### config.mk
export PLATFORM = sky130hd
export DESIGN_NAME = instr_decode
export DESIGN_NICKNAME = d
export VERILOG_FILES = /design/src/rtl/instr_decode.sv
export SDC_FILE = /design/constraint.sdc
export NUM_CORES = 1
export LEC_CHECK = 0
export CAP_MARGIN = 30
export CORE_MARGIN = 2
export CORE_UTILIZATION = 40
export CTS_CLUSTER_DIAMETER = 50
export DETAILED_ROUTE_END_ITERATION = 6
export DONT_BUFFER_PORTS = 1
export GPL_TIMING_DRIVEN = 1
export SLEW_MARGIN = 10
export SYNTH_ARGS = -nofsm -noshare
export SYNTH_HDL_FRONTEND = slang
export SYNTH_SLANG_ARGS = --single-unit
### constraint.sdc
create_clock -name clk -period 3.55 [get_ports clk]
set_clock_uncertainty 0.05 [all_clocks]
set_input_delay 0.355 -clock clk [delete_from_list [all_inputs] [get_ports clk]]
set_output_delay 0.355 -clock clk [all_outputs]
set_load 0.02 [all_outputs]
### src/rtl/instr_decode.sv
// Single-stage instruction decoder with a register scoreboard for RAW/WAW hazard
// detection, a halt state and a saturating stall counter.
module instr_decode (
  input  logic        clk,
  input  logic        rst,
  input  logic        in_valid,
  input  logic [31:0] in_instr,
  output logic        in_ready,
  output logic        out_valid,
  input  logic        out_ready,
  output logic [3:0]  op,
  output logic [3:0]  Rd,
  output logic [3:0]  Rs1,
  output logic [3:0]  Rs2,
  output logic [31:0] imm,
  output logic        rd_allow,
  output logic        wr_allow,
  input  logic        wb_valid,
  input  logic [3:0]  wb_rd,
  input  logic        flush,
  output logic        halted,
  output logic [15:0] stall_cnt
);

  typedef enum logic [0:0] {StRun, StHalt} state_e;

  state_e      state_q, state_d;
  logic        out_valid_q, out_valid_d;
  logic [3:0]  op_q, op_d;
  logic [3:0]  rd_q, rd_d;
  logic [3:0]  rs1_q, rs1_d;
  logic [3:0]  rs2_q, rs2_d;
  logic [31:0] imm_q, imm_d;
  logic        rd_allow_q, rd_allow_d;
  logic        wr_allow_q, wr_allow_d;
  logic [15:0] busy_q, busy_d;
  logic [15:0] stall_cnt_q, stall_cnt_d;

  logic [3:0] in_op, in_rd, in_rs1, in_rs2;
  logic       use_rs1, use_rs2, writes;
  logic       pend_wr, hz_rs1, hz_rs2, hz_rd, hazard;
  logic       accept, handoff;

  assign in_op  = in_instr[31:28];
  assign in_rd  = in_instr[27:24];
  assign in_rs1 = in_instr[23:20];
  assign in_rs2 = in_instr[19:16];

  always_comb begin
    use_rs1 = 1'b0;
    use_rs2 = 1'b0;
    writes  = 1'b0;
    if (in_op inside {[4'h1:4'h7]}) begin
      use_rs1 = 1'b1;
      use_rs2 = 1'b1;
      writes  = 1'b1;
    end else if (in_op inside {[4'h8:4'hC]}) begin
      use_rs1 = 1'b1;
      writes  = 1'b1;
    end else if (in_op == 4'hD || in_op == 4'hE) begin
      use_rs1 = 1'b1;
      use_rs2 = 1'b1;
    end
  end

  // The instruction sitting in the output register has not yet set its busy bit.
  assign pend_wr = out_valid_q && wr_allow_q;
  assign hz_rs1  = use_rs1 && (busy_q[in_rs1] || (pend_wr && in_rs1 == rd_q));
  assign hz_rs2  = use_rs2 && (busy_q[in_rs2] || (pend_wr && in_rs2 == rd_q));
  assign hz_rd   = writes  && (busy_q[in_rd]  || (pend_wr && in_rd  == rd_q));
  assign hazard  = hz_rs1 || hz_rs2 || hz_rd;

  assign in_ready = (state_q == StRun) && !flush && !hazard && (!out_valid_q || out_ready);
  assign accept   = in_valid && in_ready;
  assign handoff  = out_valid_q && out_ready;

  always_comb begin
    state_d     = state_q;
    out_valid_d = out_valid_q;
    op_d        = op_q;
    rd_d        = rd_q;
    rs1_d       = rs1_q;
    rs2_d       = rs2_q;
    imm_d       = imm_q;
    rd_allow_d  = rd_allow_q;
    wr_allow_d  = wr_allow_q;
    busy_d      = busy_q;
    stall_cnt_d = stall_cnt_q;

    if (flush) begin
      out_valid_d = 1'b0;
    end else if (accept) begin
      out_valid_d = 1'b1;
      op_d        = in_op;
      rd_d        = in_rd;
      rs1_d       = in_rs1;
      rs2_d       = in_rs2;
      imm_d       = {{16{in_instr[15]}}, in_instr[15:0]};
      rd_allow_d  = use_rs1 || use_rs2;
      wr_allow_d  = writes;
    end else if (handoff) begin
      out_valid_d = 1'b0;
    end

    // Set is applied after clear so it wins on a collision.
    if (wb_valid) busy_d[wb_rd] = 1'b0;
    if (handoff && wr_allow_q && !flush) busy_d[rd_q] = 1'b1;

    if (accept && in_op == 4'hF) state_d = StHalt;

    if (in_valid && hazard && state_q == StRun && stall_cnt_q != 16'hFFFF) begin
      stall_cnt_d = stall_cnt_q + 16'd1;
    end
  end

  always_ff @(posedge clk or posedge rst) begin
    if (rst) begin
      state_q     <= StRun;
      out_valid_q <= 1'b0;
      op_q        <= '0;
      rd_q        <= '0;
      rs1_q       <= '0;
      rs2_q       <= '0;
      imm_q       <= '0;
      rd_allow_q  <= 1'b0;
      wr_allow_q  <= 1'b0;
      busy_q      <= '0;
      stall_cnt_q <= '0;
    end else begin
      state_q     <= state_d;
      out_valid_q <= out_valid_d;
      op_q        <= op_d;
      rd_q        <= rd_d;
      rs1_q       <= rs1_d;
      rs2_q       <= rs2_d;
      imm_q       <= imm_d;
      rd_allow_q  <= rd_allow_d;
      wr_allow_q  <= wr_allow_d;
      busy_q      <= busy_d;
      stall_cnt_q <= stall_cnt_d;
    end
  end

  assign out_valid = out_valid_q;
  assign op        = op_q;
  assign Rd        = rd_q;
  assign Rs1       = rs1_q;
  assign Rs2       = rs2_q;
  assign imm       = imm_q;
  assign rd_allow  = rd_allow_q;
  assign wr_allow  = wr_allow_q;
  assign halted    = (state_q == StHalt);
  assign stall_cnt = stall_cnt_q;

endmodule
==> results of run 1 <==
-- synth_stat cells (5+ instances only) --
| cell type | n | area (µm²) |
|---|---|---|
| nor2_1 | 12 | 45.04 |
| buf_4 | 16 | 120.1 |
| dfrtp_1 | 68 | 1702 |
| inv_1 | 6 | 22.52 |
| xor2_1 | 7 | 61.31 |
| mux2i_1 | 5 | 50.05 |
| nand3_1 | 12 | 60.06 |
| nand2b_1 | 10 | 62.56 |
| mux2_4 | 30 | 450.4 |
| nand2_1 | 16 | 60.06 |
| clkbuf_1 | 10 | 37.54 |
| nor3_1 | 5 | 25.02 |
| xnor2_1 | 20 | 175.2 |
| mux4_2 | 7 | 157.7 |
| o21ai_0 | 31 | 155.2 |
| mux2_2 | 10 | 112.6 |
| nand4_1 | 6 | 37.54 |
-- placed cells by master (no fill, tap or decap), types with 3 or more instances in the layout --
master / n
nand3b_1: 3
nor3_1: 5
mux2_2: 10
mux4_2: 7
o21ai_0: 31
xor2_1: 7
nand4_1: 6
dfrtp_1: 67
buf_4: 3
o31ai_1: 3
xnor2_1: 20
mux2_4: 30
clkbuf_8: 10
nor2b_1: 3
nand2_1: 16
a31oi_1: 3
mux2i_1: 5
nand2b_1: 10
nand3_1: 12
nor2_1: 12
inv_1: 5
-- state kept, by name (all words and copies together), names as in the netlist --
register   flops
halted         1
wr_allow       1
rd_allow       1
stall_cnt     16
Rs1            4
Rd             4
busy_q        16
op             4
Rs2            4
out_valid      1
imm           16
-- final cells by class --
cell class | count | share of cell area [%]
timing repair buffer | 6 | 1.589
inverter | 6 | 0.5720
sequential | 68 | 43.31
tap | 111 | 3.527
clock inverter | 6 | 1.621
multi-input combinational | 215 | 45.88
clock buffer | 10 | 3.495
-- per-layer routing --
| metal | global-route usage, % | vias up | part of all wire [%] |
|---|---|---|---|
| met5 | 0 | - | 0 |
| li1 | - | 1101 | - |
| met2 | 26.85 | 89 | 47 |
| met3 | 5.176 | 15 | 6.9 |
| met4 | 7.900 | 0 | 2.3 |
| met1 | 22.50 | 1187 | 44 |
-- power breakdown --
part / switching (W) / leakage, nW / internal [W]
Clock: 0.000298 / 0.0983 / 0.000342
Combinational: 0.000216 / 0.765 / 0.000387
Sequential: 0.000658 / 0.857 / 0.00101
Total: 0.00117 / 1.72 / 0.00173
-- cells by family after synthesis --
kind of cell | Yosys count
xor+xnor | 27
buf+inv | 39
compound gates | 52
flops | 68
mux | 52
simple gates | 83
fa+ha+maj | 1
-- critical path, stage by stage, from the launching register on --
cell and delay, ns:
dfrtp_1 0.42, mux4_2 0.48, o22ai_1 0.16, o32ai_1 0.14, a211oi_4 0.29, nand3_2 0.13, or4_4 0.83, mux2_4 0.40
-- metrics by stage --
stage               total power (W)  instances
CTS                        0.002941        420
global route               0.003081        422
global placement           0.002252        403
detailed placement         0.002284        403
floorplan                  0.002244        322
finish                     0.002907        422
-- path summary, 6_finish.rpt --
kind                        startpoint   endpoint  slack, ns  cells past startpoint
min in group asynchronous          rst     imm[3]       0.28                      2
max in group asynchronous          rst  busy_q[9]       2.35                      4
min reg2reg                  busy_q[2]  busy_q[2]       0.49                      2
max reg2reg                 busy_q[15]     Rs1[0]       0.50                      7
max                         busy_q[15]     Rs1[0]       0.50                      7
min                        in_instr[8]     imm[8]        0.1                      1
==> impl_metrics.ini, run 1 <==
[timing]
whs_ns = 0.09779
min_period_ns = 3.052
worst_slew_pin_slew_ns = 0.9624
period_share_pct = 85.97
slew_headroom_pct = 35.84
fmax_mhz = 327.6
rsz0062_at_grt = false
setup_tns_ns = 0
finalWorstSetupSlack_ns = 0.4979
setup_viol = 0
hold_violations = 0
finalMaxSlewViolations = 0

[yosys]
yosys_register_bits = 68
synth_cell_type_count = 50
async_flop_share_pct = 100.0
synth_ff_type = dfrtp_1
synth_top_family_by_area = multiplexers
synth_edf_count = 0
synth.cell_area_mm2 = 0.003775
synth-simple-area-share_pct = 12.03
postSynthNetCount = 365
synthAdderAreaFrac_pct = 0.3315
synth_mux_area_share_pct = 20.42
synthXorXnorAreaFrac_pct = 6.265
synth_seq_area_share_pct = 45.08
synth-compound-area-share_pct = 8.817
synth_cells = 322
yosys_warnings = 0
avgSynthCellArea_um2 = 11.72

[drt]
ant_nets = 0
num_vias = 2392
routed_wl_um = 8418
wl_per_cell_um = 19.95
drt_iter0_drc = 106
firstDrtPassIters = 4
drc = 0
routed_via_density = 5.668

[placement]
place_area_mm2 = 0.003696
portBuffers = 0
post-place-ws_ns = 0.4239
detailed_place_hpwl_um = 6263
place.gp.congestion = 0.8069

[setup_path]
startpoint_type = flop
cp_max_fo = 34
worstPathArrival_ns = 3.23
worstSetupPathType = flop to flop
endpoint_kind = flop
required_ns = 3.73

[power]
leakage_nw = 1.720
vdd_drop_max_v = 0.0004388
powerDensity_mw_per_mm2 = 738.4

[cts]
clk_pin_slew_ns = 0.08
cts_tree = yes
cts_made_buffers = 9
htreeDepth = 3
cts_setup_buffers = 0
cts_resized = 0
insertion_delay_ns = 0.35
root_buffer = clkbuf_8
clockBufferDepth = 2
cts_hold_buffers = 1
cts.sinks = 68

[global_routing]
grt_pass1_vias = 2472
grt_pass1_wl_um = 13630
antenna_found_initial = 0
track_usage_pct = 17.36
grt_max_degree = 42
overflow = 0

[floorplanning]
die_w_um = 101.1
initial_core_util_pct = 41.05
std_cell_rows = 35
dieArea_mm2 = 0.01023
core_area_mm2 = 0.009196
io_pins = 111
die_y_um = 101.1

[final_layout]
finalNetCount = 349
seqCellArea_mm2 = 0.001705
fillers = 876
fin_area_mm2 = 0.003938
num_antenna_cells = 0
multi_input_area_mm2 = 0.001807
final_layout_size_suffix_gt1_share_pct = 25.72
syn2layout_area_growth_pct = 4.309
finish.utilization_pct = 42.82

[flow_run]
drv_cap = 0

[outcome]
status = finished, final reports clean

[min_path]
hp-class = primary input to flop
Note: power is estimated with default switching activity, not from simulation.
==> inputs of run 2 (changes only) <==
--- a/config.mk
+++ b/config.mk
@@ -7,11 +7,12 @@
 export LEC_CHECK = 0
 export CAP_MARGIN = 30
 export CORE_MARGIN = 2
-export CORE_UTILIZATION = 40
+export CORE_UTILIZATION = 60
 export CTS_CLUSTER_DIAMETER = 50
 export DETAILED_ROUTE_END_ITERATION = 6
 export DONT_BUFFER_PORTS = 1
 export GPL_TIMING_DRIVEN = 1
+export PLACE_DENSITY = 0.76
 export SLEW_MARGIN = 10
 export SYNTH_ARGS = -nofsm -noshare
 export SYNTH_HDL_FRONTEND = slang
==> constraint.sdc (replaced) <==
create_clock -name clk -period 3.55 [get_ports clk]
set_clock_uncertainty 0.05 [all_clocks]
set_input_delay 0.355 -clock clk [delete_from_list [all_inputs] [get_ports clk]]
set_output_delay 0.355 -clock clk [all_outputs]
set_load 0.01 [all_outputs]
==> run 2 against run 1 <==
Against the previous run: final area down 0.79%; die area shrank 32%; combinational power decreased by 2%; critical endpoint is now Rs1[2]; sequential cell count did not move; final cell count is 8.8% lower; critical path depth stayed put; setup slack improved by 0.011 ns; non-clock buffer count is 1 lower; fmax grew 0.38%; sequential share of layout area up 0.28 points.
==> impl_metrics.ini, run 2 (synthesized netlist as in run 1, its figures left out) <==
[cts]
cts_setup_buffers = 0
insertion_delay_ns = 0.34
cts_made_buffers = 9
htreeDepth = 3
clockBufferDepth = 2
cts.sinks = 68
clk_pin_slew_ns = 0.07
cts_tree = yes
root_buffer = clkbuf_8

[placement]
post-place-ws_ns = 0.4618
detailed_place_hpwl_um = 5673
place_area_mm2 = 0.003661
portBuffers = 0
place.gp.congestion = 0.8886

[min_path]
hp-class = primary input to flop

[timing]
rsz0062_at_grt = false
finalMaxSlewViolations = 0
finalWorstSetupSlack_ns = 0.5094
min_period_ns = 3.041
hold_violations = 0
period_share_pct = 85.65
setup_tns_ns = 0
slew_headroom_pct = 44.87
worst_slew_pin_slew_ns = 0.8269
setup_viol = 0
fmax_mhz = 328.9

[final_layout]
final_common_cell = dfrtp_1
syn2layout_area_growth_pct = 3.480
final_cell_mix = 67 x dfrtp_1, 31 x o21ai_0, 30 x mux2_4, 20 x xnor2_1, 16 x nand2_1
num_antenna_cells = 0
finish.utilization_pct = 65.20
finalNetCount = 348
final_layout_size_suffix_gt1_share_pct = 25.48
fin_area_mm2 = 0.003906

[drt]
wl_met2_um = 3654
ant_nets = 0
num_vias = 2371
routed_wl_um = 7732
wl_met3_um = 654
routed_via_density = 6.158
wl_per_cell_um = 20.08
routedLengthMet1_um = 3233
firstDrtPassIters = 4
routed.top_layer = met4
drt_iter0_drc = 135
drc = 0

[floorplanning]
io_pins = 111
die_w_um = 83.32
std_cell_rows = 28
core_area_mm2 = 0.005991
die_y_um = 83.32
dieArea_mm2 = 0.006942
initial_core_util_pct = 63.01

[setup_path]
crit_family = simple AND/OR/NAND/NOR gates
required_ns = 3.71
cp_num_buf_inv = 0
worstSetupPathType = flop to flop
startpoint_type = flop
endpoint_kind = flop
cpMaxStageDelayCell = or4_4
cp_max_fo = 34
crit_chain = mux4_2 -> nand2b_1 -> and4_1 -> a21oi_1 -> nand3_2 -> or4_4 -> mux2_4
worstPathArrival_ns = 3.20
max_stage_delay_ns = 0.83

[power]
leakage_nw = 1.732
powerDensity_mw_per_mm2 = 697.8
total_power_w = 0.002726
vdd_drop_max_v = 0.0004243

[global_routing]
grt_pass1_wl_um = 12440
antenna_found_initial = 0
grt_pass1_vias = 2387
track_usage_pct = 22.49
overflow = 0
grt_max_degree = 43

[outcome]
status = finished, final reports clean

[flow_run]
drv_cap = 0
run 2: worst paths after layout:
kind	start	to	slack [ns]	cells after the start
worst max-delay path	busy_q[11]	Rs1[2]	0.51	7
worst min-delay path	in_instr[9]	imm[9]	0.11	1
worst max register to register	busy_q[11]	Rs1[2]	0.51	7
worst min register to register	busy_q[2]	busy_q[2]	0.49	2
max in group asynchronous	rst	busy_q[4]	2.33	4
min in group asynchronous	rst	stall_cnt[14]	0.34	2
run 2: layout make-up:
class,instances,area (µm²)
Fill cell,448,2085
Multi-Input combinational cell,215,1807
Sequential cell,68,1703
Clock buffer,10,137.6
Tap cell,75,93.84
Clock inverter,6,87.58
Timing Repair Buffer,5,55.05
Inverter,6,22.52
run 2: metrics by stage:
stage	hold slack, ns	cells
4_1_cts	0.01064	384
5_1_grt	0.09305	385
3_5_place_dp	0.1355	367
2_1_floorplan	0.3703	322
3_3_place_gp	0.3740	366
6_report	0.1104	385
run 2: layer usage:
metal  vias to the layer above  track usage, %
met5                         -               0
met4                         0           9.687
met3                        19           6.958
met2                        99           34.68
met1                      1151           29.42
li1                       1102               -
run 2: where the power goes:
group,switching [W],internal [W]
clock network,0.000286,0.000414
registers,0.000425,0.00101
logic,0.000209,0.000384
total,0.000921,0.00181
run 2: timing repair:
action,4_1_cts,5_1_grt
hold buffers,1,1
resized for setup,0,0
endpoints found under the hold margin,10,1
run 2: worst register-to-register path: stages, from the launching register on:
cell and delay, ns:
dfrtp_1 0.43, mux4_2 0.48, nand2b_1 0.15, and4_1 0.18, a21oi_1 0.24, nand3_2 0.15
or4_4 0.83, mux2_4 0.41
==> inputs of run 3 (changes only) <==
--- a/config.mk
+++ b/config.mk
@@ -6,13 +6,14 @@
 export NUM_CORES = 1
 export LEC_CHECK = 0
 export CAP_MARGIN = 30
-export CORE_MARGIN = 2
-export CORE_UTILIZATION = 60
+export CORE_MARGIN = 5
+export CORE_UTILIZATION = 57
 export CTS_CLUSTER_DIAMETER = 50
 export DETAILED_ROUTE_END_ITERATION = 6
 export DONT_BUFFER_PORTS = 1
 export GPL_TIMING_DRIVEN = 1
-export PLACE_DENSITY = 0.76
+export PLACE_DENSITY = 0.75
+export SKIP_CTS_REPAIR_TIMING = 1
 export SLEW_MARGIN = 10
 export SYNTH_ARGS = -nofsm -noshare
 export SYNTH_HDL_FRONTEND = slang
==> constraint.sdc (replaced) <==
create_clock -name clk -period 2.75 [get_ports clk]
set_clock_uncertainty 0.05 [all_clocks]
set_input_delay 0.275 -clock clk [delete_from_list [all_inputs] [get_ports clk]]
set_output_delay 0.275 -clock clk [all_outputs]
set_load 0.01 [all_outputs]
==> run 3 against run 2 <==
Against the previous run: the run now ends with setup timing left; sequential power increased by 27%; clock power up 31%; final cell count rose by 4.9%; non-clock buffer count is 17 higher; sequential share of layout area is 2.0 points lower; critical endpoint is now imm[11]; largest power group unchanged.
==> impl_metrics.ini, run 3 (synthesized netlist as in run 1, its figures left out) <==
[drt]
routed_wl_um = 8501
routed_via_density = 6.213
wl_per_cell_um = 21.04
drc = 0
drt_iter0_drc = 155
firstDrtPassIters = 4
num_vias = 2510
ant_nets = 0

[floorplanning]
initial_core_util_pct = 59.11
dieArea_mm2 = 0.008350
die_y_um = 91.38
std_cell_rows = 29
io_pins = 111
die_w_um = 91.38
core_area_mm2 = 0.006386

[power]
power.internal_w = 0.002400
seqPwrFrac_pct = 49.6
power_frac_clock_pct = 25.1
power_switching_w = 0.001251
vdd_drop_max_v = 0.0006894
leakage_nw = 1.831
powerDensity_mw_per_mm2 = 891.0
power_frac_comb_pct = 25.3
netSwitchingFraction_pct = 34.26

[timing]
rsz0062_at_grt = true
whs_ns = 0.01975
min_period_ns = 2.757
period_share_pct = 100.3
worst_slew_pin_slew_ns = 0.8443
fmax_mhz = 362.7
slew_headroom_pct = 43.71
setup_viol = 8
finalMaxSlewViolations = 0
finalWorstSetupSlack_ns = -0.007122
hold_violations = 0

[setup_path]
worstSetupPathType = flop to flop
max_stage_delay_ns = 0.55
worstPathArrival_ns = 2.94
crit_chain = mux4_2 -> o22ai_2 -> nor3_2 -> a211oi_4 -> nand3_2 -> or4_4 -> buf_12 -> mux2_4
endpoint_kind = flop
cp_max_fo = 27
startpoint_type = flop
cp_num_buf_inv = 1
cpMaxStageDelayCell = or4_4
required_ns = 2.93
crit_family = multiplexers

[placement]
place.gp.congestion = 0.9373
portBuffers = 0
detailed_place_hpwl_um = 6387
dp.cells = 382
place_area_mm2 = 0.003799

[final_layout]
fillers = 480
fin_area_mm2 = 0.004098
final_cells = 404
final_common_cell = dfrtp_1
syn2layout_area_growth_pct = 8.552
final_cell_mix = 67 x dfrtp_1, 30 x mux2_4, 30 x o21ai_0, 20 x xnor2_1, 17 x buf_4
finalNetCount = 365
final_layout_size_suffix_gt1_share_pct = 31.50
num_antenna_cells = 0
finish.utilization_pct = 64.17

[cts]
cts_tree = yes
insertion_delay_ns = 0.35
htreeDepth = 3
cts_made_buffers = 9
root_buffer = clkbuf_8
clk_pin_slew_ns = 0.08
cts.sinks = 68
clockBufferDepth = 2

[global_routing]
overflow = 0
grt_max_degree = 33
antenna_found_initial = 0
grt_pass1_wl_um = 13830
track_usage_pct = 20.81
grt_pass1_vias = 2558

[outcome]
status = complete, but fails checks
violations = setup timing

[min_path]
hp-class = primary input to flop

[flow_run]
drv_cap = 0
run 3: final timing paths:
| path | depth (start not counted) | slack [ns] | startpoint | to |
|---|---|---|---|---|
| max | 8 | -0.007 | busy_q[10] | imm[11] |
| min reg2reg | 2 | 0.50 | busy_q[2] | busy_q[2] |
| max reg2reg | 8 | -0.007 | busy_q[10] | imm[11] |
| max in group asynchronous | 3 | 1.52 | rst | busy_q[10] |
| min in group asynchronous | 2 | 0.42 | rst | stall_cnt[14] |
| min | 1 | 0.02 | in_instr[30] | op[2] |
run 3: power by group through the flow:
stage                     sequential, W  combinational [W]  clock [W]
after global routing            0.00186            0.00101   0.000978
final                           0.00181           0.000925   0.000916
after floorplan                 0.00165           0.000980          0
after detailed placement        0.00183           0.000903          0
after CTS                       0.00181           0.000912   0.000938
after global placement          0.00182           0.000866          0
run 3: metal layers:
layer / global-route usage, % / up-vias / wire length (µm)
li1: - / 1136 / -
met1: 25.07 / 1259 / 3433
met2: 32.70 / 97 / 4115
met3: 9.174 / 18 / 794
met4: 8.191 / 0 / 159
met5: 0 / - / 0
run 3: layout make-up:
type	count	area (µm²)	share of cell area [%]
Tap cell	77	96.34	2.351
Clock buffer	10	137.6	3.359
Multi-Input combinational cell	215	1863	45.47
Sequential cell	68	1703	41.56
Inverter	6	22.52	0.5496
Clock inverter	6	87.58	2.137
Timing Repair Buffer	22	187.7	4.580
run 3: per-stage QoR:
step	total power, W	setup TNS [ns]	setup slack [ns]
floorplan	0.002628	-0.7324	-0.02441
global route	0.003851	-1.968	-0.07803
finish	0.003651	-0.03236	-0.007122
detailed placement	0.002729	-0.3768	-0.02349
CTS	0.003662	-1.789	-0.1189
global placement	0.002686	0	0.008812
